===== config.mk =====
export PLATFORM = sky130hd
export DESIGN_NAME = toggle_sync_rx_multi_flat
export DESIGN_NICKNAME = d
export VERILOG_FILES = /design/src/rtl/toggle_sync_rx_multi_pkg.sv /design/src/rtl/toggle_sync_rx_multi_if.sv /design/src/rtl/toggle_sync_rx_multi_chan.sv /design/src/rtl/toggle_sync_rx_multi.sv /design/src/flat_wrapper.sv
export SDC_FILE = /design/constraint.sdc
export NUM_CORES = 1
export LEC_CHECK = 0
export BUFFER_PORTS_ARGS = -buffer_cell sky130_fd_sc_hd__buf_2
export CAP_MARGIN = 10
export CORE_ASPECT_RATIO = 1.75
export CORE_MARGIN = 1.5
export CORE_UTILIZATION = 53
export DETAILED_ROUTE_END_ITERATION = 8
export GPL_TIMING_DRIVEN = 0
export MAX_ROUTING_LAYER = met4
export PLACE_DENSITY = 0.79
export SETUP_SLACK_MARGIN = 0.3
export SKIP_CTS_REPAIR_TIMING = 1
export SLEW_MARGIN = 15
export SYNTH_ARGS = -nofsm -noshare
export SYNTH_HDL_FRONTEND = slang
export SYNTH_HIERARCHICAL = 1
export SYNTH_SLANG_ARGS = --single-unit

===== constraint.sdc =====
create_clock -name clk -period 1.64 [get_ports clk]
set_input_delay 0.328 -clock clk [delete_from_list [all_inputs] [get_ports clk]]
set_output_delay 0.328 -clock clk [all_outputs]
set_load 0.05 [all_outputs]

===== src/rtl/toggle_sync_rx_multi_pkg.sv =====
// Shared constants and types for the multi-channel toggle/level event synchroniser.
// Holds the edge-mode selectors, the arming state encoding and the edge-detect helper.
package toggle_sync_pkg;

    localparam int EDGE_ANY  = 0;
    localparam int EDGE_RISE = 1;
    localparam int EDGE_FALL = 2;

    typedef enum logic {
        ST_ARMING = 1'b0,
        ST_RUN    = 1'b1
    } arm_state_t;

    // Compares the synchronised sample against the previous one for the chosen edge kind.
    function automatic logic detect_edge(input int mode, input logic cur, input logic prev);
        logic hit;
        case (mode)
            EDGE_RISE: hit = cur & ~prev;
            EDGE_FALL: hit = ~cur & prev;
            default:   hit = cur ^ prev;
        endcase
        return hit;
    endfunction

endpackage


===== src/rtl/toggle_sync_rx_multi_if.sv =====
// Bundles the per-channel inputs and event outputs of the receive synchroniser.
// The consumer side uses master; the synchroniser itself uses slave.
interface toggle_sync_rx_multi_if #(
    parameter int CHANNELS = 4,
    parameter int CNT_W    = 8
);

    logic [CHANNELS-1:0]       async_in;
    logic [CHANNELS-1:0]       evt_ack;
    logic [CHANNELS-1:0]       clr;
    logic                      armed;
    logic [CHANNELS-1:0]       evt_pulse;
    logic [CHANNELS-1:0]       evt_pend;
    logic [CHANNELS-1:0]       evt_ovf;
    logic [CHANNELS*CNT_W-1:0] evt_cnt;

    modport master (
        output async_in, evt_ack, clr,
        input  armed, evt_pulse, evt_pend, evt_ovf, evt_cnt
    );

    modport slave (
        input  async_in, evt_ack, clr,
        output armed, evt_pulse, evt_pend, evt_ovf, evt_cnt
    );

endinterface


===== src/rtl/toggle_sync_rx_multi_chan.sv =====
// One receive channel: synchroniser chain, edge detect, pending/overflow flags and
// a saturating event counter. Events are only honoured once the shared armed flag is up.
module toggle_sync_chan
    import toggle_sync_pkg::*;
#(
    parameter int SYNC_STAGES = 3,
    parameter int EDGE_MODE   = EDGE_ANY,
    parameter int CNT_W       = 8
) (
    input  logic             clk,
    input  logic             rst_n,
    input  logic             async_in,
    input  logic             armed,
    input  logic             ack,
    input  logic             clr,
    output logic             evt_pulse,
    output logic             pend,
    output logic             ovf,
    output logic [CNT_W-1:0] cnt
);

    (* ASYNC_REG = "TRUE" *) logic [SYNC_STAGES-1:0] sync_q;
    logic hist_q;
    logic evt;

    // The chain and history keep shifting while disarmed so they settle before RUN.
    always_ff @(posedge clk or negedge rst_n) begin
        if (!rst_n) begin
            sync_q <= '0;
            hist_q <= 1'b0;
        end else begin
            sync_q <= {sync_q[SYNC_STAGES-2:0], async_in};
            hist_q <= sync_q[SYNC_STAGES-1];
        end
    end

    assign evt       = armed & detect_edge(EDGE_MODE, sync_q[SYNC_STAGES-1], hist_q);
    assign evt_pulse = evt;

    // A new event beats a simultaneous ack or clear so nothing is silently dropped.
    always_ff @(posedge clk or negedge rst_n) begin
        if (!rst_n) begin
            pend <= 1'b0;
            ovf  <= 1'b0;
            cnt  <= '0;
        end else begin
            if (evt)
                pend <= 1'b1;
            else if (ack)
                pend <= 1'b0;

            if (evt && pend && !ack)
                ovf <= 1'b1;
            else if (clr)
                ovf <= 1'b0;

            if (clr)
                cnt <= evt ? CNT_W'(1) : '0;
            else if (evt && (cnt != {CNT_W{1'b1}}))
                cnt <= cnt + CNT_W'(1);
        end
    end

endmodule


===== src/rtl/toggle_sync_rx_multi.sv =====
// Multi-channel receive-side event synchroniser: shared arming FSM plus one
// toggle_sync_chan per channel, packed onto the interface.
module toggle_sync_rx_multi
    import toggle_sync_pkg::*;
#(
    parameter int CHANNELS    = 4,
    parameter int SYNC_STAGES = 3,
    parameter int EDGE_MODE   = EDGE_ANY,
    parameter int CNT_W       = 8
) (
    input  logic                  clk,
    input  logic                  rst_n,
    toggle_sync_rx_multi_if.slave bus
);

    localparam int              ARM_W    = $clog2(SYNC_STAGES + 1);
    localparam logic [ARM_W-1:0] ARM_LAST = ARM_W'(SYNC_STAGES);

    arm_state_t       state_q, state_nxt;
    logic [ARM_W-1:0] arm_cnt_q, arm_cnt_nxt;
    logic             armed;

    logic [CHANNELS-1:0]       pulse_vec, pend_vec, ovf_vec;
    logic [CHANNELS*CNT_W-1:0] cnt_vec;

    always_ff @(posedge clk or negedge rst_n) begin
        if (!rst_n) begin
            state_q   <= ST_ARMING;
            arm_cnt_q <= '0;
        end else begin
            state_q   <= state_nxt;
            arm_cnt_q <= arm_cnt_nxt;
        end
    end

    // Stay disarmed until the chain and history have flushed any value present at reset release.
    always_comb begin
        state_nxt   = state_q;
        arm_cnt_nxt = arm_cnt_q;
        case (state_q)
            ST_ARMING: begin
                if (arm_cnt_q == ARM_LAST)
                    state_nxt = ST_RUN;
                else
                    arm_cnt_nxt = arm_cnt_q + ARM_W'(1);
            end
            default: state_nxt = ST_RUN;
        endcase
    end

    assign armed = (state_q == ST_RUN);

    for (genvar i = 0; i < CHANNELS; i++) begin : g_chan
        toggle_sync_chan #(
            .SYNC_STAGES (SYNC_STAGES),
            .EDGE_MODE   (EDGE_MODE),
            .CNT_W       (CNT_W)
        ) u_chan (
            .clk       (clk),
            .rst_n     (rst_n),
            .async_in  (bus.async_in[i]),
            .armed     (armed),
            .ack       (bus.evt_ack[i]),
            .clr       (bus.clr[i]),
            .evt_pulse (pulse_vec[i]),
            .pend      (pend_vec[i]),
            .ovf       (ovf_vec[i]),
            .cnt       (cnt_vec[i*CNT_W +: CNT_W])
        );
    end

    assign bus.armed     = armed;
    assign bus.evt_pulse = pulse_vec;
    assign bus.evt_pend  = pend_vec;
    assign bus.evt_ovf   = ovf_vec;
    assign bus.evt_cnt   = cnt_vec;

endmodule


===== src/flat_wrapper.sv =====
// flat-port wrapper written by rule: the top's interface ports become plain ports
module toggle_sync_rx_multi_flat import toggle_sync_pkg::*;
#(
    parameter int CHANNELS    = 4,
    parameter int SYNC_STAGES = 3,
    parameter int EDGE_MODE   = EDGE_ANY,
    parameter int CNT_W       = 8
)
  (clk, rst_n, bus_async_in, bus_evt_ack, bus_clr, bus_armed, bus_evt_pulse, bus_evt_pend, bus_evt_ovf, bus_evt_cnt);
  toggle_sync_rx_multi_if #(.CHANNELS(CHANNELS), .CNT_W(CNT_W)) bus_i ();
  input  logic clk;
  input  logic rst_n;
  input wire logic [$bits(bus_i.async_in)-1:0] bus_async_in;
  input wire logic [$bits(bus_i.evt_ack)-1:0] bus_evt_ack;
  input wire logic [$bits(bus_i.clr)-1:0] bus_clr;
  output wire logic [$bits(bus_i.armed)-1:0] bus_armed;
  output wire logic [$bits(bus_i.evt_pulse)-1:0] bus_evt_pulse;
  output wire logic [$bits(bus_i.evt_pend)-1:0] bus_evt_pend;
  output wire logic [$bits(bus_i.evt_ovf)-1:0] bus_evt_ovf;
  output wire logic [$bits(bus_i.evt_cnt)-1:0] bus_evt_cnt;
  assign bus_i.async_in = bus_async_in;
  assign bus_i.evt_ack = bus_evt_ack;
  assign bus_i.clr = bus_clr;
  assign bus_armed = bus_i.armed;
  assign bus_evt_pulse = bus_i.evt_pulse;
  assign bus_evt_pend = bus_i.evt_pend;
  assign bus_evt_ovf = bus_i.evt_ovf;
  assign bus_evt_cnt = bus_i.evt_cnt;
  toggle_sync_rx_multi #(.CHANNELS(CHANNELS), .SYNC_STAGES(SYNC_STAGES), .EDGE_MODE(EDGE_MODE), .CNT_W(CNT_W)) u_core (.clk(clk), .rst_n(rst_n), .bus(bus_i));
endmodule

==> results_dict.tcl <==
set metrics [dict create \
    status "finished with violations" \
    violations "setup timing" \
    drt_first_pass_iters 4 \
    core_um2 4710 \
    tns_ns -0.331 \
    antenna_cells 0 \
    endpoint "bus_evt_pulse[2]" \
    die_y_um 95.6 \
    rr_worst_depth 5 \
    cts_tree "yes" \
    netlist.area_leader.share 0.568 \
    postRouteWirelength_mm 8.48 \
    p_per_area_nw_per_um2 928 \
    grt_pass1_wl_mm 10.1 \
    drt-vias-per-instance 6.06 \
    finalPower_mw 3.94 \
    ys_top_cells_by_count "dfrtp_1 (59), nand2_1 (20), nor2_1 (20), a21oi_1 (16), inv_1 (13)" \
    drc 0 \
    vdd_drop_max_v 0.00114 \
    wire_per_inst_um 20.1 \
    grt_max_degree 60 \
    start_kind "register" \
    cellLeakagePower_nw 1.76 \
    dieArea_um2 5350 \
    final-instance-count-excl-fill 421 \
    groute.usage.overall 0.257 \
    path_class "register to output pin" \
    synth_flop_cell "dfrtp_1" \
    fin_crit_sh 1.06 \
    rr_endpoint "u_core/g_chan[3].u_chan/cnt[4]" \
    ff2ff_setup_slack_ns -0.03 \
    syn_avg_cell_area_um2 10.7 \
    num_vias 2550 \
    synth_cell_types 29 \
    finalNetCount 383 \
    place_hpwl_mm 4.21 \
    period_needed_ns 1.74 \
    required_ns 1.31 \
    row_count 33 \
    max_cap_violations 0 \
    die_x_um 55.9 \
    hold_slack_ns 0.0418 \
    relSlewSlack 0.506 \
    clock_latency_ns 0.34 \
    async_reset_ff_frac 1.00 \
    crit_path_end_kind "output pin" \
    syn_to_final_growth_pct 63.5 \
    ys_seq_elements 59 \
    crit_arrival_ns 1.41 \
    startpoint "u_core/g_chan[2].u_chan/sync_q[2]" \
    gp_congestion 0.827 \
    hold_violations 0 \
    clockRootBuffer "clkbuf_8" \
    cp_max_fo 5 \
    clock-sinks 59 \
    setup_viol 5 \
    min_path_type "input pin to asynchronous set/reset pin" \
    antenna_found_initial 0 \
    worst_clock_skew_ns 0.00856 \
    h-tree-depth 3 \
    ant_nets 0 \
    grt_overflow 0 \
    yosysSeqAreaShare 0.568 \
    ios 59 \
    synth_area_leader_cell "dfrtp_1" \
    placed_cells 350 \
    layout_setup_ws_ns -0.0995 \
    rsz0062_at_grt "true" \
    syn_inst 244 \
    synth_area_leaders "dfrtp_1 (57%), a21oi_1 (3.1%), mux2i_1 (3.1%)" \
    drt_iter0_drc 148 \
    synthesis.nets 263 \
    synth_edf_count 0 \
    finalMaxSlewViolations 0 \
    port_buffers 54 \
    clock.fmax_mhz 575 \
    r2r-start "u_core/g_chan[3].u_chan/sync_q[2]" \
    syn_area_um2 2600 \
    worst_slew_pin_slew_ns 0.741 \
    clk_pin_slew_ns 0.08 \
    drive_gt1_frac 0.612 \
    initial_core_util 0.552 \
    yosysMostFrequentCell "dfrtp_1" \
    ys.warnings.count 6 \
    cts_buffer_depth 2 \
    grt_pass1_vias 2246 \
    cts_buffers 9 \
]
flip-flops by register name, indices dropped and copies added, names as in the netlist:
name and cells:
u_core/g_chan.u_chan/sync_q 12, u_core/bus.armed 1, u_core/g_chan.u_chan/hist_q 4, u_core/g_chan.u_chan/ovf 4
u_core/arm_cnt_q 2, u_core/g_chan.u_chan/pend 4, u_core/g_chan.u_chan/cnt 32
metal layers:
metal | global-route usage | share of wire
met4 | 0.143 | 0.030
met5 | - | 0
met2 | 0.454 | 0.56
met3 | 0.0516 | 0.047
met1 | 0.266 | 0.37
how the worst min path moves through the flow:
stage,start,to,slack [ns]
after CTS,rst_n,u_core/g_chan[2].u_chan/ovf,0.07
after global routing,bus_async_in[1],u_core/g_chan[1].u_chan/sync_q[0],0.08
final,rst_n,u_core/g_chan[2].u_chan/pend,0.04
after floorplan,rst_n,u_core/arm_cnt_q[0],0.03
after detailed placement,u_core/g_chan[2].u_chan/sync_q[1],u_core/g_chan[2].u_chan/sync_q[2],0.33
after global placement,u_core/g_chan[2].u_chan/sync_q[1],u_core/g_chan[2].u_chan/sync_q[2],0.33
area by class of cell:
cell class / count / area (µm²)
fillers: 191 / 458
multi-input cells: 168 / 1470
clock inverters: 7 / 68.8
plain buffers: 4 / 15.0
well taps: 52 / 65.1
flip-flops and latches: 59 / 1520
repair buffers: 109 / 923
clock buffers: 9 / 124
inverters: 13 / 63.8
critical path, stage by stage, from the launching register on:
cell and delay (ns):
dfrtp_1 0.44, xor2_2 0.22, nand2_4 0.13, clkinvlp_4 0.12, buf_8 0.16
power breakdown:
part | leakage [nW] | total, mW | internal [mW] | switching [mW]
Sequential | 0.689 | 1.67 | 1.55 | 0.117
Clock | 0.0950 | 1.30 | 0.694 | 0.610
Combinational | 0.976 | 0.968 | 0.370 | 0.598
cells by family after synthesis:
family	count (synthesis)	synth area share
fa+ha+maj	5	0.0241
mux	9	0.0366
flops	59	0.568
buf+inv	17	0.0246
compound gates	52	0.125
xor+xnor	13	0.0438
simple gates	89	0.178
per-stage QoR:
step           setup WS (ns)  utilization  cell area (µm²)
4_1_cts               -0.261        0.718             3380
6_report             -0.0995        0.903             4250
3_5_place_dp          0.0408        0.677             3190
2_1_floorplan          0.152            -             2850
3_3_place_gp         -0.0289        0.676             3180
5_1_grt               -0.129        0.903             4250
cells in the final DEF, fill, tap and decap left out, types with 7 or more instances in the layout:
| master | netlist | routed |
|---|---|---|
| buf_2 | 0 | 17 |
| dfrtp_2 | 0 | 35 |
| mux2i_1 | 8 | 8 |
| buf_8 | 0 | 8 |
| nand2_1 | 20 | 15 |
| buf_4 | 0 | 58 |
| nor2_1 | 20 | 17 |
| nand4_1 | 8 | 8 |
| clkbuf_8 | 0 | 9 |
| a21oi_1 | 16 | 10 |
| inv_1 | 13 | 9 |
| buf_6 | 0 | 20 |
| xnor2_1 | 8 | 7 |
| dfrtp_1 | 59 | 23 |
Power figures use the tool's default switching activity.
